### src/rtl/uart_pkg.sv
// Shared UART definitions: baud-select codes, divisor arithmetic, receiver FSM
// encoding and the majority-vote sample window.
package uart_pkg;

  typedef enum logic [2:0] {
    BAUD_9600   = 3'd0,
    BAUD_19200  = 3'd1,
    BAUD_38400  = 3'd2,
    BAUD_57600  = 3'd3,
    BAUD_115200 = 3'd4
  } baud_sel_e;

  typedef enum logic [1:0] {
    ST_IDLE,
    ST_START,
    ST_DATA,
    ST_STOP
  } rx_state_e;

  localparam int unsigned OVERSAMPLE     = 16;
  localparam int unsigned DIV_W          = 9;
  localparam logic [3:0]  SAMPLE_FIRST   = 4'd6;
  localparam logic [3:0]  SAMPLE_LAST    = 4'd12;
  localparam logic [3:0]  SUB_LAST       = 4'd15;
  localparam logic [2:0]  VOTE_THRESHOLD = 3'd4;

  // Codes 5..7 are unused and fall back to the slowest rate.
  function automatic int unsigned baud_rate(input logic [2:0] sel);
    case (baud_sel_e'(sel))
      BAUD_19200:  return 19_200;
      BAUD_38400:  return 38_400;
      BAUD_57600:  return 57_600;
      BAUD_115200: return 115_200;
      default:     return 9_600;
    endcase
  endfunction

  // Terminal count of the 16x oversampling divider; a tick every DIV+1 cycles.
  function automatic logic [DIV_W-1:0] baud_div(input int unsigned clk_hz,
                                                input logic [2:0]  sel);
    int unsigned d;
    d = clk_hz / (OVERSAMPLE * baud_rate(sel)) - 1;
    return d[DIV_W-1:0];
  endfunction

endpackage

### src/rtl/uart_byte_rx_if.sv
// Serial line, baud select and received-byte outputs of the UART receiver.
interface uart_byte_rx_if;
  logic       rs232_rx;
  logic [2:0] baud_set;
  logic [7:0] data_byte;
  logic       rx_done;
  logic       rx_err;
  logic       uart_state;

  modport master (
    output rs232_rx, baud_set,
    input  data_byte, rx_done, rx_err, uart_state
  );

  modport slave (
    input  rs232_rx, baud_set,
    output data_byte, rx_done, rx_err, uart_state
  );
endinterface

### src/rtl/uart_baud_tick.sv
// 16x oversampling tick generator; the baud select is captured on clear so a
// frame keeps one rate even if the select input moves underneath it.
module uart_baud_tick
  import uart_pkg::*;
#(
  parameter int unsigned CLK_HZ = 50_000_000
) (
  input  logic       clk,
  input  logic       rst_n,
  input  logic       clr,
  input  logic [2:0] baud_set,
  output logic       tick
);

  logic [2:0]       sel;
  logic [DIV_W-1:0] cnt;
  logic [DIV_W-1:0] div;

  // Each arm is a constant expression, so this folds to a small mux of constants.
  // NOTE: always_comb assigns div on every path (default arm) so no latch is inferred.
  always_comb begin
    div = baud_div(CLK_HZ, 3'd0);
    case (sel)
      3'd1:    div = baud_div(CLK_HZ, 3'd1);
      3'd2:    div = baud_div(CLK_HZ, 3'd2);
      3'd3:    div = baud_div(CLK_HZ, 3'd3);
      3'd4:    div = baud_div(CLK_HZ, 3'd4);
      default: div = baud_div(CLK_HZ, 3'd0);
    endcase
  end

  assign tick = !clr && (cnt == div);

  // NOTE: registers use non-blocking assignments so every flop samples pre-edge values.
  always_ff @(posedge clk or negedge rst_n) begin
    if (!rst_n) begin
      sel <= '0;
      cnt <= '0;
    end else if (clr) begin
      sel <= baud_set;
      cnt <= '0;
    end else if (tick) begin
      cnt <= '0;
    end else begin
      cnt <= cnt + 1'b1;
    end
  end

endmodule

### src/rtl/uart_byte_rx.sv
// 8N1 UART receiver: synchronizes the line, oversamples 16x, majority-votes
// samples 6..12 of each bit and strobes rx_done / rx_err at the stop bit.
module uart_byte_rx
  import uart_pkg::*;
#(
  parameter int unsigned CLK_HZ = 50_000_000
) (
  input logic           clk,
  input logic           rst_n,
  uart_byte_rx_if.slave bus
);

  logic       sync1, sync2, sync3;
  logic       fall;
  logic       start;
  logic       tick;
  rx_state_e  state;
  logic [3:0] sub_cnt;
  logic [3:0] bit_idx;
  logic [2:0] ones;
  logic [2:0] ones_nxt;
  logic       vote;
  logic [7:0] shift;
  logic [7:0] data_q;
  logic       done_q, err_q, busy_q;

  // sync3 is the edge-detect register; all three idle high like the line.
  always_ff @(posedge clk or negedge rst_n) begin
    if (!rst_n) begin
      sync1 <= 1'b1;
      sync2 <= 1'b1;
      sync3 <= 1'b1;
    end else begin
      sync1 <= bus.rs232_rx;
      sync2 <= sync1;
      sync3 <= sync2;
    end
  end

  assign fall  = sync3 && !sync2;
  assign start = (state == ST_IDLE) && fall;

  uart_baud_tick #(.CLK_HZ(CLK_HZ)) u_tick (
    .clk      (clk),
    .rst_n    (rst_n),
    .clr      (start),
    .baud_set (bus.baud_set),
    .tick     (tick)
  );

  // Running ones-count including the current sample, so the vote at tick 12 sees all 7.
  always_comb begin
    ones_nxt = ones;
    if (sub_cnt >= SAMPLE_FIRST && sub_cnt <= SAMPLE_LAST)
      ones_nxt = ones + {2'b00, sync2};
    vote = (ones_nxt >= VOTE_THRESHOLD);
  end

  always_ff @(posedge clk or negedge rst_n) begin
    if (!rst_n) begin
      state   <= ST_IDLE;
      sub_cnt <= '0;
      bit_idx <= '0;
      ones    <= '0;
      shift   <= '0;
      data_q  <= '0;
      done_q  <= 1'b0;
      err_q   <= 1'b0;
      busy_q  <= 1'b0;
    end else begin
      done_q <= 1'b0;
      err_q  <= 1'b0;
      if (state == ST_IDLE) begin
        if (fall) begin
          state   <= ST_START;
          busy_q  <= 1'b1;
          sub_cnt <= '0;
          bit_idx <= '0;
          ones    <= '0;
        end
      end else if (tick) begin
        sub_cnt <= sub_cnt + 4'd1;
        ones    <= (sub_cnt == SUB_LAST) ? 3'd0 : ones_nxt;
        if (sub_cnt == SAMPLE_LAST) begin
          unique case (state)
            ST_START: if (vote) begin
              state  <= ST_IDLE;
              busy_q <= 1'b0;
            end
            ST_DATA:  shift <= {vote, shift[7:1]};
            ST_STOP: begin
              // Leaving at tick 12 frees the rest of the stop bit for the next start edge.
              state  <= ST_IDLE;
              busy_q <= 1'b0;
              if (vote) begin
                data_q <= shift;
                done_q <= 1'b1;
              end else begin
                err_q  <= 1'b1;
              end
            end
            default: ;
          endcase
        end
        if (sub_cnt == SUB_LAST) begin
          if (state == ST_START) begin
            state   <= ST_DATA;
            bit_idx <= '0;
          end else if (state == ST_DATA) begin
            if (bit_idx == 4'd7) begin
              state   <= ST_STOP;
              bit_idx <= '0;
            end else begin
              bit_idx <= bit_idx + 4'd1;
            end
          end
        end
      end
    end
  end

  assign bus.data_byte  = data_q;
  assign bus.rx_done    = done_q;
  assign bus.rx_err     = err_q;
  assign bus.uart_state = busy_q;

endmodule

### src/flat_wrapper.sv
// flat-port wrapper written by rule: the top's interface ports become plain ports
module uart_byte_rx_flat import uart_pkg::*;
#(
  parameter int unsigned CLK_HZ = 50_000_000
)
  (clk, rst_n, bus_rs232_rx, bus_baud_set, bus_data_byte, bus_rx_done, bus_rx_err, bus_uart_state);
  uart_byte_rx_if bus_i ();
  input logic clk;
  input logic rst_n;
  input wire logic [$bits(bus_i.rs232_rx)-1:0] bus_rs232_rx;
  input wire logic [$bits(bus_i.baud_set)-1:0] bus_baud_set;
  output wire logic [$bits(bus_i.data_byte)-1:0] bus_data_byte;
  output wire logic [$bits(bus_i.rx_done)-1:0] bus_rx_done;
  output wire logic [$bits(bus_i.rx_err)-1:0] bus_rx_err;
  output wire logic [$bits(bus_i.uart_state)-1:0] bus_uart_state;
  assign bus_i.rs232_rx = bus_rs232_rx;
  assign bus_i.baud_set = bus_baud_set;
  assign bus_data_byte = bus_i.data_byte;
  assign bus_rx_done = bus_i.rx_done;
  assign bus_rx_err = bus_i.rx_err;
  assign bus_uart_state = bus_i.uart_state;
  uart_byte_rx #(.CLK_HZ(CLK_HZ)) u_core (.clk(clk), .rst_n(rst_n), .bus(bus_i));
endmodule
### config.mk
export PLATFORM = sky130hd
export DESIGN_NAME = uart_byte_rx_flat
export DESIGN_NICKNAME = d
export VERILOG_FILES = /design/src/rtl/uart_pkg.sv /design/src/rtl/uart_byte_rx_if.sv /design/src/rtl/uart_baud_tick.sv /design/src/rtl/uart_byte_rx.sv /design/src/flat_wrapper.sv
export SDC_FILE = /design/constraint.sdc
export NUM_CORES = 1
export LEC_CHECK = 0
export ABC_AREA = 1
export ABC_CLOCK_PERIOD_IN_PS = 1620
export CAP_MARGIN = 40
export CORE_ASPECT_RATIO = 0.5
export CORE_MARGIN = 2
export CORE_UTILIZATION = 53
export DETAILED_ROUTE_END_ITERATION = 12
export PLACE_DENSITY = 0.81
export SLEW_MARGIN = 5
export SYNTH_ARGS = -nofsm -noshare
export SYNTH_HDL_FRONTEND = slang
export SYNTH_SLANG_ARGS = --single-unit
### constraint.sdc
create_clock -name clk -period 1.62 [get_ports clk]
set_input_delay 0.162 -clock clk [delete_from_list [all_inputs] [get_ports clk]]
set_output_delay 0.162 -clock clk [all_outputs]
set_load 0.005 [all_outputs]
-- Word level (Yosys, flattened, before mapping)
Index checks and enable logic that the tools add are counted.
- register bits: 47
- input bits: 6
- word-level logic and storage cells: 95
- $add $sub $neg: 4
- $lt $le $gt $ge: 3
- equal/unequal tests: 13
- multiplexer cells: 43
- bitwise gates (word level): 1
- reductions and logical operators: 17
- operator list (operator ; count):
    $mux 4 ; 9
    $pmux 9 s4 ; 1
    $mux 2 ; 9
    $mux 9 ; 2
    $mux 1 ; 15
    $mux 3 ; 5
    $reduce_and 5->1 ; 2
    $add 9x1->9 const B ; 1
    $eq 9x9->1 ; 1
    $add 4x1->4 const B ; 2
    $eq 4x4->1 const B ; 2
    $reduce_and 4->1 ; 2
    $eq 3x2->1 const B ; 2
    $reduce_bool 2->1 ; 3
    $reduce_bool 3->1 ; 2
    $eq 2x2->1 const B ; 2
    $eq 4x3->1 const B ; 1
    $ge 4x3->1 const B ; 1
    $le 4x4->1 const B ; 1
    $logic_and 1x1->1 ; 4
    $pmux 2 s2 ; 1
    $add 3x1->3 ; 1
    $eq 3x1->1 const B ; 1
    $eq 3x3->1 const B ; 1
    other kinds (9) ; 10

-- Depth between registers and ports, before layout
Gate-level depths: netlist of the first run.
- word-level depth: 13
- gate-level depth with buffers: 14

-- By module
Synthesis of the first run repeated with hierarchy kept, for this count alone.
- cells, all modules: 301
- area, all modules: 2512.4 µm²
- modules (own cells, without submodules) (module ; times used ; cells each ; area an instance (µm²)):
    uart_byte_rx ; 1 ; 182 ; 1685.4
    uart_baud_tick ; 1 ; 119 ; 827.0

-- Worst setup path after synthesis of the first run
OpenSTA, ideal clock, no wires.
- path kind: flip-flop to flip-flop
- from: register u_core.sub_cnt[0]
- to: register u_core.data_q[6], in the netlist u_core.bus.data_byte[6]
- arrival time: 1.500 ns
- path slack: 0.003 ns
- cell stages (with the launch flop): 11
- path buffers: 0
- period minus slack after synthesis: 1.617 ns
- path through: dfrtp_1 -> inv_1 -> ha_1 -> o22ai_2 -> inv_1 -> nand2_1 -> nand2_1 -> nor2_4 -> nand3_4 -> nand2_1 -> nand2_1
- longest elaborated chain between the ends: 5
- RTL lines (item ; line ; RTL):
    start: declaration ; uart_byte_rx.sv:18 ; logic [3:0] sub_cnt;
    start signal: assignment ; uart_byte_rx.sv:82 ; sub_cnt <= sub_cnt + 4'd1;
    $ge 4x3->1 / $le 4x4->1 (equally long branches) ; uart_byte_rx.sv:54 ; if (sub_cnt >= SAMPLE_FIRST && sub_cnt <= SAMPLE_LAST)
    $logic_and 1x1->1 ; uart_byte_rx.sv:54 ;
    $mux 3 ; uart_byte_rx.sv:54 ;
    $ge 3x3->1 ; uart_byte_rx.sv:56 ; vote = (ones_nxt >= VOTE_THRESHOLD);
    $reduce_and 5->1 (no source line) (*) ; - ;
    end signal: assignment ; uart_byte_rx.sv:96 ; data_q <= shift;
    end: declaration ; uart_byte_rx.sv:24 ; logic [7:0] data_q;
Every way passes the cells marked *; elsewhere a longest branch is shown, timed or not.
A chain may end at the register's enable or synchronous reset.

-- Worst setup path after layout of the first run
- from: register u_core.u_tick.sel[2]
- to: register u_core.data_q[2], in the netlist u_core.bus.data_byte[2]
- longest elaborated chain between the ends: 5
- RTL lines (item ; line ; RTL):
    start: declaration ; uart_baud_tick.sv:15 ; logic [2:0] sel;
    start signal: assignment ; uart_baud_tick.sv:40 ; sel <= baud_set;
    $eq 3x3->1 (tied with other cells) ; uart_baud_tick.sv:23 ; case (sel)
    $pmux 9 s4 (*) ; uart_baud_tick.sv:23 ;
    $eq 9x9->1 (*) ; uart_baud_tick.sv:32 ; assign tick = !clr && (cnt == div);
    $logic_and 1x1->1 (*) ; uart_baud_tick.sv:32 ;
    $reduce_and 5->1 (no source line) (*) ; - ;
Marks and branches as above.

==> results of run 1 <==
==> flip-flops by register name, summed over array words and instances (netlist names) <==
signal and cells:
u_core.bus.data_byte 8, u_core.shift 8, u_core.u_tick.cnt 9, u_core.sync3 1, u_core.bus.rx_done 1, u_core.u_tick.sel 3, u_core.state 2, u_core.bus.uart_state 1
u_core.ones 3, u_core.bit_idx 4, u_core.sync1 1, u_core.sub_cnt 4, u_core.sync2 1, u_core.bus.rx_err 1
==> cell type report <==
class	count	area, µm²	share of cell area, %
multi-input combinational	208	1370	40.0
clock buffer	6	82.6	2.42
sequential	47	1180	34.7
clock inverter	1	5.00	0.147
inverter	29	116	3.41
tap	57	71.3	2.09
timing repair buffer	60	587	17.2
==> worst register-to-register path, stage by stage, from the launching register on <==
cell	delay, ns
dfrtp_2	0.47
inv_4	0.12
nand3_4	0.10
nand2_2	0.09
nand2_2	0.06
nor2_2	0.12
nand3_2	0.09
nor2_4	0.16
nand2_4	0.09
inv_6	0.09
buf_6	0.11
buf_16	0.11
nand4_1	0.13
nand2_4	0.11
==> cells by family (layout without fill, tap and decap cells) <==
group                    Yosys count  in the layout
AO/OA/AOI/OAI                     20             20
XOR/XNOR                           9              9
adder cells (fa/ha/maj)            6              6
buffers and inverters             35             96
flip-flops                        47             47
AND/OR/NAND/NOR                  172            173
==> cell usage after synthesis, drive strengths merged <==
library cell	instances	area, µm²
nand2	87	342
dfrtp	44	1100
nor2	30	150
inv	29	109
nand3	27	163
nand4	19	119
o21ai	12	60.1
buf	6	60.1
ha	6	75.1
xor2	6	52.6
nor4	4	25.0
a21oi	3	15.0
dfstp	3	78.8
nor3	3	26.3
xnor2	3	26.3
a211oi	2	15.0
nor3b	2	15.0
o22ai	2	18.8
a31oi	1	6.26
==> power breakdown <==
group / internal, mW / total [mW] / leakage (nW) / switching [mW]
Clock: 0.336 / 0.741 / 0.0470 / 0.405
Combinational: 0.788 / 1.91 / 0.964 / 1.12
Sequential: 1.31 / 1.48 / 0.623 / 0.169
Total: 2.43 / 4.13 / 1.63 / 1.69
==> worst paths after layout <==
check	startpoint	to	slack [ns]	cells past startpoint
worst min-delay path	bus_rs232_rx	u_core.sync1$_DFF_PN1_	0.26	1
worst max register to register	u_core.u_tick.sel[2]$_DFFE_PN0P_	u_core.bus.data_byte[2]$_DFFE_PN0P_	-0.29	13
max in group asynchronous	rst_n	u_core.u_tick.sel[1]$_DFFE_PN0P_	0.73	3
min in group asynchronous	rst_n	u_core.u_tick.cnt[5]$_DFF_PN0_	0.47	3
worst min register to register	u_core.sync1$_DFF_PN1_	u_core.sync2$_DFF_PN1_	0.36	0
worst max-delay path	u_core.u_tick.sel[2]$_DFFE_PN0P_	u_core.bus.data_byte[2]$_DFFE_PN0P_	-0.29	13
==> what timing repair did <==
item | in CTS | in global routing
cloned | 2 | 0
buffers inserted | 5 | 3
setup endpoints to repair | 40 | 41
resized for setup | 35 | 52
hold endpoints to repair | 44 | 0
pin swaps | 21 | 23
hold buffers | 1 | 0
==> metal layers <==
layer	GRT usage, %	vias up	wire (µm)
met1	33.9	1133	2950
met3	6.32	20	500
li1	-	1082	-
met5	0	-	0
met2	44.3	120	3300
met4	11.2	0	183
==> cell usage in the layout (no fill, tap or decap), types with 2 or more instances in the layout <==
| cell type | netlist | routed |
|---|---|---|
| a211oi_1 | 2 | 2 |
| a21oi_1 | 3 | 2 |
| buf_12 | 1 | 3 |
| buf_4 | 1 | 28 |
| buf_6 | 2 | 11 |
| clkbuf_8 | 0 | 6 |
| clkdlybuf4s50_1 | 0 | 15 |
| dfrtp_1 | 44 | 41 |
| dfrtp_2 | 0 | 3 |
| dfstp_2 | 3 | 3 |
| ha_1 | 6 | 6 |
| inv_1 | 26 | 25 |
| inv_2 | 3 | 2 |
| nand2_1 | 83 | 61 |
| nand2_2 | 3 | 18 |
| nand2_4 | 1 | 7 |
| nand3_1 | 23 | 14 |
| nand3_2 | 3 | 8 |
| nand3_4 | 1 | 6 |
| nand4_1 | 19 | 19 |
| nor2_1 | 23 | 17 |
| nor2_2 | 3 | 7 |
| nor2_4 | 4 | 6 |
| nor3_1 | 2 | 2 |
| nor4_1 | 4 | 3 |
| o21ai_0 | 12 | 4 |
| o21ai_1 | 0 | 5 |
| o21ai_2 | 0 | 3 |
| o22ai_2 | 1 | 2 |
| xnor2_1 | 3 | 3 |
| xor2_1 | 6 | 6 |
==> flow_summary.yaml, run 1 <==
synth:
  synth_compound_area_share_pct: 4.68
  synth_mux_area_share_pct: 0
  yosysSeqAreaShare_pct: 48.0
  synthAdderAreaFrac_pct: 3.05
  avgSynthCellArea_um2: 8.50
  synth_nets: 301
  ys_warn_count: 0
  synth_top_family_by_area: "simple AND/OR/NAND/NOR gates"
  ys_types: 31
  synth_seq_cells: 47
  synth_cells: 289
  synth-simple-area-share_pct: 34.2
  netlist_area_mm2: 0.00246
  synth_xor_area_share_pct: 3.21
clocking:
  cts_tree: "yes"
  ctsRootBufferMaster: "clkbuf_8"
  h-tree-depth: 2
  clock-sinks: 47
  numCtsBuffers: 5
  clk_latency_ns: 0.31
  clock_path_buffers: 2
  cts.clk_slew.worst_paths_ns: 0.09
sta:
  drv_slew: 0
  fin_skew_ns: 0.0108
  finalHoldViolCount: 0
  period_share_pct: 118
  rsz0062_at_grt: "true"
  hold_ws_ns: 0.257
  min_period_ns: 1.91
  max_freq_mhz: 523
  slew_headroom_pct: 57.0
  setup_viol: 41
  fin_ws_ns: -0.293
  worstMarginPinSlew_ns: 0.640
  timing.setup.tns_ns: -8.68
final_layout:
  instances_no_fill: 408
  drive_above_1_share_pct: 35.0
  stdcell_area_mm2: 0.00341
  nets: 363
  layout-area-overhead-vs-synth_pct: 38.8
  antenna_cells: 0
  nFillCells: 268
  fin_util_pct: 77.1
detailed_routing:
  drt-pass1-iter-count: 5
  routed_wl_um: 6930
  vias_per_cell: 5.77
  wl_per_cell_um: 17.0
  drtAntennaViolNets: 0
  drcViolationCount: 0
  drt-initial-drc-count: 161
  dr_total_vias: 2355
global_routing:
  grt_use_total_pct: 26.6
  grt_pass1_wl_um: 10500
  overflow: 0
  grt_max_degree: 48
  grt_pass1_vias: 2235
  grt_antenna_before_repair: 0
outcome:
  status: "finished with violations"
  violations: "negative setup slack"
worst_setup_path:
  path_cells: "inv_4 -> nand3_4 -> nand2_2 -> nand2_2 -> nor2_2 -> nand3_2 -> nor2_4 -> nand2_4 -> inv_6 -> buf_6 -> buf_16 -> nand4_1 -> nand2_4"
  path_max_fanout: 7
  worstPathArrival_ns: 2.16
  path_class: "register to register"
  crit_required_ns: 1.87
  cp_top_family: "simple AND/OR/NAND/NOR gates"
  crit_path_top_delay_cell: "dfrtp_2"
  end_kind: "register"
  crit_buf_inv: 4
  slowest_delay_ns: 0.47
  critPathLaunchType: "register"
floorplan:
  ios: 17
  start_util_pct: 55.5
  core_mm2: 0.00442
  die_h_um: 52.2
  num_rows: 17
  die_x_um: 100
  die-area_mm2: 0.00523
hold_path:
  min_path_type: "input pin to register"
place:
  pre_cts_ws_ns: -0.258
  place_inst: 392
  gp_congestion: 0.892
  dpl.hpwl_um: 4140
  placed_area_mm2: 0.00292
  portBuffers: 16
pwr:
  vdd_drop_max_uv: 617
  powerDensity_mw_per_mm2: 1210
  power_mw: 4.13
  p_leak_nw: 1.63
run:
  maxCapViolCount: 0
Power figures use the tool's default switching activity.
==> run 2, diff against run 1 <==
- SLEW_MARGIN: 5 -> 20
==> results of run 2 <==
Same layout as run 1: the final DEF is identical, and so are final timing and power.
==> RTL change 1, RTL diff (config.mk and constraints of run 1) <==
Encoding of `rx_state_e`: now Gray code (2 bits for 4 states).
--- a/src/rtl/uart_pkg.sv
+++ b/src/rtl/uart_pkg.sv
@@ -11,10 +11,10 @@
   } baud_sel_e;
 
   typedef enum logic [1:0] {
-    ST_IDLE,
-    ST_START,
-    ST_DATA,
-    ST_STOP
+    ST_IDLE  = 2'b00,
+    ST_START = 2'b01,
+    ST_DATA  = 2'b11,
+    ST_STOP  = 2'b10
   } rx_state_e;
 
   localparam int unsigned OVERSAMPLE     = 16;
Function: no difference found for any inputs over 10 cycles, from zero or initial values and one cycle with rst_n low; not proved beyond that.
==> RTL change 1 against run 1 <==
  * The flow still finishes with violations (negative setup slack)
  * Sequential share of layout area increased by 1.0 points
  * Power barely moved
  * Synthesized cell count rose by 2.4%
  * Synthesized area grew 0.51%
  * Maximum frequency down 2.9%
  * Cell count grew 2.5%
  * Sequential cell count unchanged
  * Setup slack worse by 0.057 ns
  * Count of clock-buffer cells in the layout decreased by 1
  * Final area is 3.0% lower
  * Routed wire length decreased by 14%
  * Combinational power decreased by 12%
  * Clock skew decreased by 0.0018 ns
  * Critical path type unchanged
  * Largest cell class unchanged
==> RTL change 1: results (changes against run 1) <==
* Status: complete, but fails checks
* Failing checks: negative setup slack
* Met2 Use GR at 41.4% (-2.9 points)
* R2R Setup Slk at -0.35 ns (-0.06 ns)
* Tot GR Track Use at 23.7% (-2.9 points)
* Synth top area cells: dfrtp_1 45%, nand2_1 16%, ha_1 5.6%
* Post-detail-place hpwl at 3840 um (-7.3%)
* Commonest cells post-synth: 102 x nand2_1, 44 x dfrtp_1, 29 x nor2_1
* Fin Setup TNS at -9.77 ns (-1.08 ns)
* Reg-to-Reg End: u_core.bus.data_byte[5]
* # fillers at 276 (+3.0%)
* Worst vdd ir at 0.584 mV (-5.3%)
* Slew @ Worst Pin at 0.611 ns (-0.0290 ns)
* Largest net degree at the start of global routing at 28 (-42%)
* Avg WL per Cell at 14.2 um (-16%)
* Placed inst area at 0.00299 mm2 (+2.5%)
* Sw power at 1600 uW (-5.4%)
* Reg-to-reg startpoint: u_core.u_tick.sel[1]
* Seq/Total Area, Yosys at 47.8% (-0.24 points)
* Placer Congestion at 0.829 (-7.1%)
* Seq cells at 47 (unchanged)
* Met1 Use GR at 29.5% (-4.4 points)
* Vias/cell at 5.34 (-7.4%)
* Clk tree area frac at 3.52% (+0.95 points)
* First-pass GRT wire length at 9460 um (-9.6%)
* Final net count at 377 (+3.9%)
* Min Hold Slack at 0.256 ns (-0.00121 ns)
* Setup violators final at 41 (unchanged)
* Final setup margin at -0.349 ns (-0.0566 ns)
* Multi-input gates at 221 (+6.3%)
* TritonRoute pass-1 iters at 4 (-1)
* Dpl cells at 401 (+2.3%)
* Synth cell types at 32 (+3.2%)
* Post-synthesis adder-cell area fraction at 5.57% (+2.5 points)
* Synth Net Count at 313 (+4.0%)
* Share of layout cells above drive strength 1 at 27.7% (-7.3 points)
* Compound-cell area share of the yosys netlist at 4.61% (-0.074 points)
* Sequential share of cell area at 35.7% (+1.0 points)
* Sequential power share at 37.5% (+1.7 points)
* Leakage power total at 0.00169 uW (+3.3%)
* Metal2 WL at 2910 um (-12%)
* Inverters at 26 (-10%)
* Cells after Synth at 296 (+2.4%)
* Wire length on met1 at 2590 um (-12%)
* Core area at 0.00445 mm2 (+0.48%)
* Non-CTS buffers at 59 (-1.7%)
* Worst-path fanout max at 8 (+1)
* Multiplexer share of the synthesized area at 0.811% (+0.81 points)
* Internal at 2530 uW (+3.9%)
* Count of clock buffers in the final design at 5 (-1)
* Met3 wire len at 298 um (-40%)
-- RTL change 1: what timing repair did --
action                                 4_1_cts  5_1_grt
gates cloned                                 1        0
endpoints found under the hold margin       22        0
resized for setup                           18       17
setup buffers                                6        1
pin swaps                                   20       14
hold buffers                                 1        0
setup endpoints to repair                   40       41
-- RTL change 1: worst max path at each step --
stage	start	cells past startpoint	end	slack, ns
3_5_place_dp	u_core.u_tick.sel[0]	12	u_core.bus.data_byte[2]	-0.24
5_1_grt	u_core.u_tick.sel[1]	12	u_core.bus.data_byte[5]	-0.43
2_1_floorplan	u_core.u_tick.sel[0]	12	u_core.bus.data_byte[0]	-0.03
3_3_place_gp	u_core.u_tick.sel[2]	12	u_core.bus.data_byte[6]	-0.16
6_report	u_core.u_tick.sel[1]	12	u_core.bus.data_byte[5]	-0.35
4_1_cts	u_core.u_tick.sel[2]	12	u_core.shift[2]	-0.20
-- RTL change 1: critical path: cells and delay by family (launching register included) --
family	cells	cell delay [ns]
flops	1	0.48
simple gates	12	1.38
==> RTL change 2, RTL diff (settings of run 1) <==
Made on the original files. The package constant `DIV_W` goes from 9 to 13.
--- a/src/rtl/uart_pkg.sv
+++ b/src/rtl/uart_pkg.sv
@@ -18,7 +18,7 @@
   } rx_state_e;
 
   localparam int unsigned OVERSAMPLE     = 16;
-  localparam int unsigned DIV_W          = 9;
+  localparam int unsigned DIV_W          = 13;
   localparam logic [3:0]  SAMPLE_FIRST   = 4'd6;
   localparam logic [3:0]  SAMPLE_LAST    = 4'd12;
   localparam logic [3:0]  SUB_LAST       = 4'd15;
Check against the original RTL: no difference found for any inputs over 10 cycles, from zero or initial values and one cycle with rst_n low; that may be too few to reach the edited logic, so the function may still have changed.
==> RTL change 2 against run 1 <==
  * Setup slack got worse by 0.054 ns
  * Hold slack got worse by 0.0091 ns
  * Non-clock buffer count rose by 15
  * Die area rose by 13%
  * Power rose by 20%
  * Routed wire length rose by 21%
  * Largest power group unchanged
  * Cell count rose by 23%
  * The flow still finishes with violations (negative setup slack)
  * Sequential cell count rose by 4
  * Synthesized area rose by 13%
  * Final area rose by 16%
  * Maximum frequency fell by 2.7%
==> RTL change 2: results (changes against run 1) <==
* Syn Area/Cell at 7.98 um2 (-6.1%)
* First-pass GRT wire length at 12700 um (+21%)
* Skew-Pair Late Insertion Delay at 0.31 ns (about the same)
* IO Port Bufs at 16 (unchanged)
* TritonRoute pass-1 iters at 8 (+3)
* H-tree levels at 2 (unchanged)
* Max reg flops at 13 (+4)
* Yosys top cell area share at 43.1% (-1.7 points)
* Final setup margin at -0.347 ns (-0.0540 ns)
* Vias/cell at 5.64 (-2.4%)
* Placed inst area at 0.00336 mm2 (+15%)
* Share of layout cells above drive strength 1 at 38.4% (+3.3 points)
* # fillers at 279 (+4.1%)
* Yosys warnings at 0 (unchanged)
* Slew @ Worst Pin at 0.391 ns (-0.248 ns)
* Reg with most FFs: u_core.u_tick.cnt
* Failing checks: negative setup slack
* Vias in the first global route at 2708 (+21%)
* Clk_skew at 0.00796 ns (-0.00283 ns)
* Largest net degree at the start of global routing at 52 (+8.3%)
* Synth cell types at 37 (+19%)
* Synth Net Count at 361 (+20%)
* Post-detail-place hpwl at 4590 um (+11%)
* Vias post-DR at 2818 (+20%)
* Commonest cells post-synth: 93 x nand2_1, 49 x inv_1, 48 x dfrtp_1
* CTS root buf: clkbuf_8
* Arr. time, crit path at 2.17 ns
* Setup violators final at 43 (+4.9%)
* Worst vdd ir at 0.690 mV (+12%)
* Leakage power total at 0.00191 uW (+17%)
* Status: complete, but fails checks
* Multi-input gate area at 0.00157 mm2 (+15%)
* Final net count at 441 (+21%)
* Avg WL per Cell at 16.8 um (-1.1%)
* Worst-path fanout max at 6 (-1)
* Min-delay worst type: in2reg
* Tot GR Track Use at 27.2% (+0.65 points)
* Synth top area cells: dfrtp_1 43%, nand2_1 13%, inv_1 6.6%
* Dpl cells at 473 (+21%)
* Clk slew on worst S/H paths at 0.09 ns (about the same)
* Setup slack at placement at -0.200 ns (+0.0582 ns)
* DRT iter0 DRCs at 218 (+35%)
* Seq/Total Area, Yosys at 45.9% (-2.1 points)
* Placer Congestion at 0.924 (+3.6%)
-- RTL change 2: changes by cell type in the layout (fill, tap and decap cells not counted), sizes merged, moves of 7 or more --
cell,run 1,this run
nand2,87,97
inv,29,53
nor2,30,40
buf,44,59
nand4,19,12
o21ai,12,23
-- RTL change 2: area by class of cell --
| cell class | count | area share [%] |
|---|---|---|
| clock inverter | 3 | 1.11 |
| inverter | 56 | 5.70 |
| clock buffer | 5 | 1.74 |
| sequential | 51 | 32.5 |
| multi-input combinational | 240 | 39.8 |
| tap | 70 | 2.22 |
| timing repair buffer | 75 | 17.0 |
-- RTL change 2: cells by family after synthesis --
family	count (synthesis)	share of synthesized area, %
XOR/XNOR	12	3.77
adder cells (fa/ha/maj)	6	2.69
AO/OA/AOI/OAI	32	7.41
multiplexers	1	0.359
AND/OR/NAND/NOR	188	31.3
buffers and inverters	59	8.49
flip-flops	51	45.9
-- RTL change 2: stage by stage --
step,hold WS (ns),TNS [ns]
2_1_floorplan,-0.134,-0.213
3_3_place_gp,0.167,-4.13
3_5_place_dp,0.180,-6.18
4_1_cts,0.246,-5.26
5_1_grt,0.255,-12.21
6_report,0.248,-10.28
-- RTL change 2: timing repair --
item / 4_1_cts / 5_1_grt
pin swaps: 19 / 23
endpoints found under the setup margin: 41 / 43
hold buffers: 1 / 0
buffers inserted: 5 / 11
hold endpoints to repair: 48 / 0
gates resized for setup: 42 / 55
gates cloned: 2 / 0
-- RTL change 2: per-layer routing --
layer  vias up  GRT usage, %  part of all wire, %
li1       1267             -                    -
met1      1337          34.1                   40
met2       163          46.1                   48
met3        51          5.08                  6.8
met4         0          13.0                  4.4
met5         -             0                    0
-- RTL change 2: path summary, 6_finish.rpt --
kind | from | end | slack, ns | cells past startpoint
setup / recovery | u_core.sync2 | u_core.bit_idx[1] | -0.35 | 13
hold reg to reg | u_core.sync1 | u_core.sync2 | 0.36 | 0
max in group asynchronous | rst_n | u_core.sync1 | 0.98 | 3
min in group asynchronous | rst_n | u_core.ones[0] | 0.36 | 3
setup reg to reg | u_core.sync2 | u_core.bit_idx[1] | -0.35 | 13
hold / removal | bus_rs232_rx | u_core.sync1 | 0.25 | 1
-- RTL change 2: where the power goes --
part / total [uW] / switching [uW] / leakage, uW / internal (uW)
clock network: 917 / 456 / 0.0000581 / 461
registers: 1590 / 184 / 0.000679 / 1410
logic: 2430 / 1400 / 0.00117 / 1030
total: 4940 / 2040 / 0.00191 / 2900
-- RTL change 2: worst max-delay path, cell delays in order (launching register included) --
cell	delay (ns)
dfstp_2	0.57
inv_2	0.04
nand2_2	0.07
nor2_4	0.06
nor2_2	0.12
nand2_1	0.07
nor2_1	0.13
nand2_1	0.11
nor2_4	0.18
nand3_4	0.16
nand2_8	0.13
nand2_4	0.08
nand2_2	0.09
nand2_1	0.06
